`src/rtl/cnn_pkg.sv`:
```
// Shared definitions for the conv_3x3 family: kernel geometry and the
// weight scheduler state encoding.
package cnn_pkg;

    localparam int KERNEL_SIZE = 9;
    localparam int MAX_KERNELS = 512;

    localparam logic [2:0] ST_IDLE      = 3'd0;
    localparam logic [2:0] ST_FILL      = 3'd1;
    localparam logic [2:0] ST_FLUSH     = 3'd2;
    localparam logic [2:0] ST_SERVE     = 3'd3;
    localparam logic [2:0] ST_WAIT_DATA = 3'd4;
    localparam logic [2:0] ST_DONE      = 3'd5;

    typedef enum logic [2:0] {
        IDLE      = ST_IDLE,
        FILL      = ST_FILL,
        FLUSH     = ST_FLUSH,
        SERVE     = ST_SERVE,
        WAIT_DATA = ST_WAIT_DATA,
        DONE      = ST_DONE
    } sched_state_t;

endpackage

```
`src/rtl/conv_3x3_sched_counter.sv`:
```
// Up-counter with synchronous clear (priority over enable) and a flag
// that is high while the count equals the supplied terminal value.
module conv_3x3_sched_counter #(
    parameter int WIDTH = 4
) (
    input  logic             clk,
    input  logic             reset,
    input  logic             clear,
    input  logic             enable,
    input  logic [WIDTH-1:0] terminal,
    output logic [WIDTH-1:0] count,
    output logic             at_terminal
);

    always_ff @(posedge clk) begin
        if (reset || clear) begin
            count <= '0;
        end else if (enable) begin
            count <= count + WIDTH'(1);
        end
    end

    assign at_terminal = (count == terminal);

endmodule

```
`src/rtl/conv_3x3_weight_scheduler.sv`:
```
// Fills the 3x3 weight buffer from the upstream stream, waits for its write
// pipeline to drain, then hands out one kernel per request from the engine.
module conv_3x3_weight_scheduler #(
    parameter int DATA_WIDTH   = 32,
    parameter int KERNEL_SIZE  = cnn_pkg::KERNEL_SIZE,
    parameter int MAX_KERNELS  = cnn_pkg::MAX_KERNELS,
    parameter int KCNT_WIDTH   = 10,
    parameter int WCNT_WIDTH   = 4,
    parameter int FLUSH_CYCLES = 12
) (
    input  logic                  clk,
    input  logic                  reset,
    input  logic                  start,
    input  logic [KCNT_WIDTH-1:0] num_kernels,
    input  logic                  w_valid,
    input  logic [DATA_WIDTH-1:0] w_data,
    output logic                  w_ready,
    output logic                  buf_valid_in,
    output logic [DATA_WIDTH-1:0] buf_in,
    output logic                  buf_load_weights,
    input  logic                  kernel_req,
    output logic                  kernel_valid,
    output logic [KCNT_WIDTH-1:0] kernels_served,
    output logic                  busy,
    output logic                  done
);

    import cnn_pkg::*;

    localparam int FCNT_WIDTH = $clog2(FLUSH_CYCLES + 1);

    sched_state_t state, state_next;

    logic [KCNT_WIDTH-1:0] nk, nk_clamped, nk_last;
    logic [WCNT_WIDTH-1:0] word_cnt;
    logic [KCNT_WIDTH-1:0] fill_kcnt;
    logic [FCNT_WIDTH-1:0] flush_cnt;
    logic word_last, fill_last, flush_last, serve_last;
    logic session_start, accept, kernel_wrap;
    logic counts_unused;

    assign session_start = (state == IDLE) && start;
    assign accept        = (state == FILL) && w_valid;
    assign kernel_wrap   = accept && word_last;
    assign nk_clamped    = (num_kernels > KCNT_WIDTH'(MAX_KERNELS)) ? KCNT_WIDTH'(MAX_KERNELS) : num_kernels;
    assign nk_last       = nk - KCNT_WIDTH'(1);
    assign busy          = (state != IDLE);
    assign counts_unused = ^{word_cnt, fill_kcnt, flush_cnt};

    // nk is only sampled from IDLE so a stray start mid-session cannot change it
    always_ff @(posedge clk) begin
        if (reset) begin
            nk <= '0;
        end else if (session_start) begin
            nk <= nk_clamped;
        end
    end

    conv_3x3_sched_counter #(.WIDTH(WCNT_WIDTH)) u_word_cnt (
        .clk(clk), .reset(reset),
        .clear(session_start || kernel_wrap), .enable(accept),
        .terminal(WCNT_WIDTH'(KERNEL_SIZE - 1)),
        .count(word_cnt), .at_terminal(word_last)
    );

    conv_3x3_sched_counter #(.WIDTH(KCNT_WIDTH)) u_fill_kcnt (
        .clk(clk), .reset(reset),
        .clear(session_start), .enable(kernel_wrap),
        .terminal(nk_last),
        .count(fill_kcnt), .at_terminal(fill_last)
    );

    conv_3x3_sched_counter #(.WIDTH(FCNT_WIDTH)) u_flush_cnt (
        .clk(clk), .reset(reset),
        .clear(session_start), .enable(state == FLUSH),
        .terminal(FCNT_WIDTH'(FLUSH_CYCLES - 1)),
        .count(flush_cnt), .at_terminal(flush_last)
    );

    conv_3x3_sched_counter #(.WIDTH(KCNT_WIDTH)) u_served_cnt (
        .clk(clk), .reset(reset),
        .clear(session_start), .enable(state == WAIT_DATA),
        .terminal(nk_last),
        .count(kernels_served), .at_terminal(serve_last)
    );

    always_ff @(posedge clk) begin
        if (reset) begin
            state <= IDLE;
        end else begin
            state <= state_next;
        end
    end

    // Fill data passes straight through so the buffer sees each word in the accept cycle
    always_comb begin
        state_next       = state;
        w_ready          = 1'b0;
        buf_valid_in     = 1'b0;
        buf_in           = '0;
        buf_load_weights = 1'b0;
        kernel_valid     = 1'b0;
        done             = 1'b0;
        case (state)
            IDLE: begin
                if (start) begin
                    state_next = (nk_clamped == '0) ? DONE : FILL;
                end
            end
            FILL: begin
                w_ready = 1'b1;
                if (w_valid) begin
                    buf_valid_in = 1'b1;
                    buf_in       = w_data;
                    if (word_last && fill_last) begin
                        state_next = FLUSH;
                    end
                end
            end
            FLUSH: begin
                if (flush_last) begin
                    state_next = SERVE;
                end
            end
            SERVE: begin
                if (kernel_req) begin
                    buf_load_weights = 1'b1;
                    state_next       = WAIT_DATA;
                end
            end
            WAIT_DATA: begin
                kernel_valid = 1'b1;
                state_next   = serve_last ? DONE : SERVE;
            end
            DONE: begin
                done       = 1'b1;
                state_next = IDLE;
            end
            default: state_next = IDLE;
        endcase
    end

endmodule

```
`config.mk`:
```
export PLATFORM = sky130hd
export DESIGN_NAME = conv_3x3_weight_scheduler
export DESIGN_NICKNAME = d
export VERILOG_FILES = /design/src/rtl/cnn_pkg.sv /design/src/rtl/conv_3x3_sched_counter.sv /design/src/rtl/conv_3x3_weight_scheduler.sv
export SDC_FILE = /design/constraint.sdc
export NUM_CORES = 1
export LEC_CHECK = 0
export ABC_AREA = 1
export CAP_MARGIN = 20
export CORE_MARGIN = 2
export CORE_UTILIZATION = 42
export CTS_CLUSTER_DIAMETER = 40
export DETAILED_ROUTE_END_ITERATION = 10
export GPL_TIMING_DRIVEN = 0
export PLACE_DENSITY = 0.85
export SKIP_LAST_GASP = 1
export SLEW_MARGIN = 20
export SYNTH_ARGS = -nofsm -noshare
export SYNTH_HDL_FRONTEND = slang
export SYNTH_HIERARCHICAL = 1
export SYNTH_SLANG_ARGS = --single-unit
```
`constraint.sdc`:
```
create_clock -name clk -period 2.1 [get_ports clk]
set_input_delay 0.63 -clock clk [delete_from_list [all_inputs] [get_ports clk]]
set_output_delay 0.63 -clock clk [all_outputs]
set_load 0.02 [all_outputs]
```
# ---- After elaboration in Yosys (flattened, before gate mapping)
# Index checks and enable logic that the tools add are counted.
dict set report word_totals {
  reg_bits 41
  mem_bits_ro 0
  word_cells 55
  latchBits 0
  mem_count 0
  input_bits 47
  ramBits 0
  out_inout_bits 48
}
dict set report op_classes {
  muxes 18
  n_bitwise 0
  n_mul 0
  n_shift 0
  n_reduce_logical 11
  n_div 0
  n_lt_le_gt_ge 1
  n_eq_ne 14
  addsub 5
}
# op count
set op_table {}
lappend op_table {{$mux 32} 2}
lappend op_table {{$mux 3} 7}
lappend op_table {{$add 10x1->10 const B} 2}
lappend op_table {{$eq 10x10->1} 2}
lappend op_table {{$pmux 3 s5} 1}
lappend op_table {{$gt 10x10->1 const B} 1}
lappend op_table {{$logic_not 10->1} 1}
lappend op_table {{$mux 10} 1}
lappend op_table {{$sub 10x1->10 const B} 1}
lappend op_table {{$add 4x1->4 const B} 2}
lappend op_table {{$eq 4x4->1 const B} 2}
lappend op_table {{$ne 2x2->1 const B} 4}
lappend op_table {{$mux 1} 7}
lappend op_table {{$eq 3x2->1 const B} 2}
lappend op_table {{$eq 3x3->1 const B} 2}
lappend op_table {{$reduce_and 5->1} 1}
lappend op_table {{$logic_and 1x1->1} 4}
lappend op_table {{$eq 3x1->1 const B} 1}
lappend op_table {{$logic_not 3->1} 1}
lappend op_table {{$logic_or 1x1->1} 3}
lappend op_table {{$reduce_bool 3->1} 1}
lappend op_table {{$ne 2x1->1 const B} 1}

# ---- Longest topological paths before layout
# Gate-level depths: netlist (run 1).
dict set report logic_depth {
  word_depth 6
  mapped_depth 19
}

# ---- Cells and area by module
# Netlist (run 1), hierarchy kept.
# mod area_each_um2 cells_per_inst instances
set modules_own_cells {}
lappend modules_own_cells {{conv_3x3_sched_counter (u_fill_kcnt ...)} 660.6 112 2}
lappend modules_own_cells {conv_3x3_weight_scheduler 1172.4 214 1}
lappend modules_own_cells {{conv_3x3_sched_counter (u_flush_cnt ...)} 226.5 34 2}

# ---- Worst setup path before layout (run 1)
# No wires, ideal clock.
dict set report synth_timing {
  kind {flip-flop to flip-flop}
  from {register nk[0]}
  to {register state[0]}
  path_stages_with_launch 17
  period_less_slack_ns 2.039
  arrival_time_ns 1.926
  setup_ns 0.113
  setup_slack_ns 0.061
  n_path_buf 0
  cell_sequence {dfxtp_1 inv_1 ha_1 nand3_1 nor3_1 xor2_1 xor2_1 nor2_1 nand2_1 nor2_1 inv_1 nor2_1 nor2_1 nor2_1 nand3_1 nand2_1 nor2_1}
}
dict set report synth_between {
  elab_chain_cells 5
}
# item line
set synth_rtl {}
lappend synth_rtl {{start: declaration} conv_3x3_weight_scheduler.sv:34} ;# logic [KCNT_WIDTH-1:0] nk, nk_clamped, nk_last;
lappend synth_rtl {{start signal: assignment} conv_3x3_weight_scheduler.sv:55} ;# nk <= nk_clamped;
lappend synth_rtl {{$sub 10x1->10} conv_3x3_weight_scheduler.sv:46} ;# assign nk_last = nk - KCNT_WIDTH'(1);
lappend synth_rtl {{net nk_last[0]} conv_3x3_weight_scheduler.sv:34}
lappend synth_rtl {{$eq 10x10->1} conv_3x3_sched_counter.sv:23} ;# assign at_terminal = (count == terminal);
lappend synth_rtl {{net fill_last} conv_3x3_weight_scheduler.sv:38} ;# logic word_last, fill_last, flush_last, serve_last;
lappend synth_rtl {{$logic_and 1x1->1} conv_3x3_weight_scheduler.sv:115} ;# if (word_last && fill_last) begin
lappend synth_rtl {{$ne 2x1->1 (no line)} -}
lappend synth_rtl {{$reduce_and 5->1 (no line)} -}
lappend synth_rtl {{end signal: assignment} conv_3x3_weight_scheduler.sv:91} ;# state <= state_next;
lappend synth_rtl {{end: declaration} conv_3x3_weight_scheduler.sv:32} ;# sched_state_t state, state_next;
# The timed path passes the listed nets, and every way through them passes these cells.
# A chain may end at the register's enable or synchronous reset.

# ---- Worst setup path in the final report (run 1)
dict set report layout_timing {
  from {register nk[1]}
  to {register state[2]}
}
# Same word-level chain as after synthesis.

==> flow_metrics.env, run 1 <==
export IMPL_run_status="complete, but fails checks"
export IMPL_violations="negative setup slack"
export IMPL_gp_routability_congestion=0.8668
export IMPL_worstHoldPathCells=2
export IMPL_cts_buffers=5
export IMPL_synth_compound_area_frac=0.08195
export IMPL_slowest_stage="dfxtp_4"
export IMPL_fp_dieW_um=87.76
export IMPL_grt_max_degree=13
export IMPL_pin_count=95
export IMPL_setup_tns_final_ps=-44.19
export IMPL_fillCellCount=596
export IMPL_cp_max_fo=4
export IMPL_synth_top_area_cell="dfxtp_1"
export IMPL_p_sw_mw=1.911
export IMPL_p_per_area_mw_per_mm2=983.8
export IMPL_grt_pass1_wl_um=13060
export IMPL_hp_start="u_word_cnt/count[3]"
export IMPL_grtUsageTotal=0.2120
export IMPL_intPower_mw=2.307
export IMPL_hp_class="flop to flop"
export IMPL_synth_top_cell_area_share=0.2786
export IMPL_clkSinkCount=41
export IMPL_endpoint_kind="flop"
export IMPL_p_leak_nw=2.015
export IMPL_crit_start="nk[1]"
export IMPL_r2r_start="nk[1]"
export IMPL_yosys_cell_count_top_type="nand2_1"
export IMPL_ys_warn_count=6
export IMPL_sw_frac_of_total=0.4531
export IMPL_clk_pin_slew_ps=80
export IMPL_syn_inst=506
export IMPL_clock_root_buffer="clkbuf_8"
export IMPL_overflow=0
export IMPL_cts_tree="yes"
export IMPL_vias=3338
export IMPL_synth_seq_cells=41
export IMPL_cp_common_cell="nand2_1"
export IMPL_r2r_cells=19
export IMPL_rr_endpoint="state[2]"
export IMPL_rows=30
export IMPL_htree_levels=2
export IMPL_crit_family="simple AND/OR/NAND/NOR gates"
export IMPL_layout_drive_gt1_share=0.1930
export IMPL_required_ps=2330
export IMPL_hold_end="u_word_cnt/count[3]"
export IMPL_drt_iter0_markers=182
export IMPL_wl_per_cell_um=11.60
export IMPL_min_period_ps=2124
export IMPL_routed_wl_um=8389
export IMPL_syn_area_mm2=0.002947
export IMPL_place_inst=703
export IMPL_firstDrtPassIters=5
export IMPL_drc=0
export IMPL_path_depth=19
export IMPL_ys_top_cells_by_area="dfxtp_1 28%, nand2_1 18%, nor2_1 14%"
export IMPL_critPathKind="flop to flop"
export IMPL_power_frac_seq=0.238
export IMPL_path_cells="nor2_4 > nand2_2 > nor2_4 > nand3_2 > xnor2_2 > inv_1 > nand2_1 > nand2_1 > nor2_1 > nand2_1 > nor2_2 > inv_1 > nor2_2 > inv_1 > nand2_1 > nand2_2 > nor2_4 > nand2_1 > nor2_1"
export IMPL_synthTopCellsByCount="145 x nand2_1, 113 x nor2_1, 65 x inv_1"
export IMPL_synth_simple_area_share=0.4395
export IMPL_port_buffers=93
export IMPL_finalHoldViolations=0
export IMPL_synth_top_family_by_area="simple AND/OR/NAND/NOR gates"
export IMPL_clk_latency_ps=300
export IMPL_ir_drop_v=0.0006858
export IMPL_num_antenna_cells=0
export IMPL_dieArea_mm2=0.007702
export IMPL_synthXorXnorAreaFrac=0.06539
export IMPL_num_nets_final=678
export IMPL_critical_path_buf_inv_count=3
export IMPL_fmax_mhz=470.8
export IMPL_initial_core_util=0.4337
export IMPL_cpPeakStageDelay_ps=370
export IMPL_rsz0062_at_grt="yes"
export IMPL_ys_seq_area_frac=0.2786
export IMPL_avgSynthCellArea_um2=5.823
export IMPL_die_h_um=87.76
export IMPL_clkPwrFrac=0.157
export IMPL_grt_pass1_vias=3002
export IMPL_synth_adder_area_share=0.02123
export IMPL_instances_no_fill=723
export IMPL_coreArea_mm2=0.006794
export IMPL_skew_ps=4.520
export IMPL_vias_per_cell=4.617
export IMPL_cap_violations=0
export IMPL_setup_violations=2
export IMPL_antenna_left=0
export IMPL_finalCritPeriodShare=1.012
export IMPL_setup_ws_ps=-24.16
export IMPL_synth_edf_count=0
export IMPL_antenna_found_initial=0
export IMPL_clockBufferDepth=2
export IMPL_startpoint_type="flop"
export IMPL_synthFlopType="dfxtp_1"
export IMPL_synth_mux_area_fraction=0
export IMPL_arrival_ps=2350
export IMPL_yosysUniqueCellTypes=30
export IMPL_total_power_mw=4.218
export IMPL_syn_to_final_growth_pct=45.52
export IMPL_combPwrFrac=0.606
export IMPL_synth_async_reset_ratio=0
export IMPL_dp_hpwl_um=6279
export IMPL_slew_violations=0
export IMPL_reg2reg_slack_ps=-20
## what timing repair did
action / CTS / global route
resized for setup: 176 / 29
setup buffers: 8 / 4
setup endpoints to repair: 41 / 19
hold buffers: 0 / 0
pin swaps: 17 / 21
## kinds of logic after synthesis
kind of cell	after synthesis
other	2
flip-flops	41
XOR/XNOR	22
adder cells (fa/ha/maj)	5
AO/OA/AOI/OAI	45
AND/OR/NAND/NOR	311
buffers and inverters	80
## area by class of cell
class | count | area, µm² | share of cell area
flip-flops and latches | 41 | 830.8 | 0.1938
plain buffers | 9 | 71.32 | 0.01663
inverters | 71 | 269.0 | 0.06274
clock inverters | 1 | 30.03 | 0.007003
well taps | 96 | 120.1 | 0.02801
multi-input cells | 393 | 1998 | 0.4660
repair buffers | 105 | 882.1 | 0.2057
clock buffers | 7 | 86.33 | 0.02013
## per-stage QoR
stage | setup slack (ps) | hold slack, ps | cell area (µm²) | util
2_1_floorplan | 60.79 | 451.7 | 2977 | -
3_3_place_gp | -585.7 | 480.2 | 4028 | 0.5928
3_5_place_dp | -605.6 | 484.1 | 4028 | 0.5928
4_1_cts | -92.27 | 506.4 | 4167 | 0.6133
5_1_grt | -239.0 | 539.2 | 4288 | 0.6311
6_report | -24.16 | 521.9 | 4288 | 0.6311
## layout by cell type (no fill, tap or decap), types with 6 or more instances in the layout
cell type,count
inv_2,7
nor2_2,14
a21oi_1,27
nor2_4,7
o21ai_0,9
xnor2_1,7
clkbuf_8,6
nor2_1,104
nand3_1,22
nand2_2,7
dfxtp_1,37
nand2_1,141
buf_2,26
clkdlybuf4s50_1,53
inv_1,61
xor2_1,9
buf_4,23
conb_1,10
## tightest hold or removal path, delay by kind of cell, from the launching register on
kind,cells,cell delay [ps]
flops,1,340
simple gates,2,150
## metal layers
metal | GRT usage | vias to the layer above | wire, µm
li1 | - | 1777 | -
met1 | 0.2659 | 1478 | 3632
met2 | 0.3561 | 68 | 4311
met3 | 0.03676 | 15 | 269
met4 | 0.09371 | 0 | 176
met5 | 0 | - | 0
## flip-flops by register name (all words and copies together), names as in the netlist
register            cells
u_fill_kcnt/count      10
u_word_cnt/count        4
u_served_cnt/count     10
u_flush_cnt/count       4
nk                     10
state                   3
## worst max path at each step
stage              endpoint  slack, ps
6_report           state[2]        -20
5_1_grt            state[2]       -240
4_1_cts          buf_in[21]        -90
3_5_place_dp   buf_valid_in       -610
3_3_place_gp   buf_valid_in       -590
2_1_floorplan      state[0]         60
## power groups by stage
stage	registers, mW	logic, mW	clock network [mW]
after detailed placement	0.975	2.16	0
after floorplan	0.957	1.53	0
final	1.00	2.55	0.661
after global routing	1.02	2.81	0.708
after global placement	0.971	2.08	0
after CTS	0.984	2.37	0.675
No activity file was read; power rests on OpenSTA's default activity.
==> run 2: changes to the inputs <==
--- a/config.mk
+++ b/config.mk
@@ -6,7 +6,6 @@
 export NUM_CORES = 1
 export LEC_CHECK = 0
 export ABC_AREA = 1
-export CAP_MARGIN = 20
 export CORE_MARGIN = 2
 export CORE_UTILIZATION = 42
 export CTS_CLUSTER_DIAMETER = 40
==> results of run 2 <==
Final layout, timing and power as in run 1 (identical DEF).
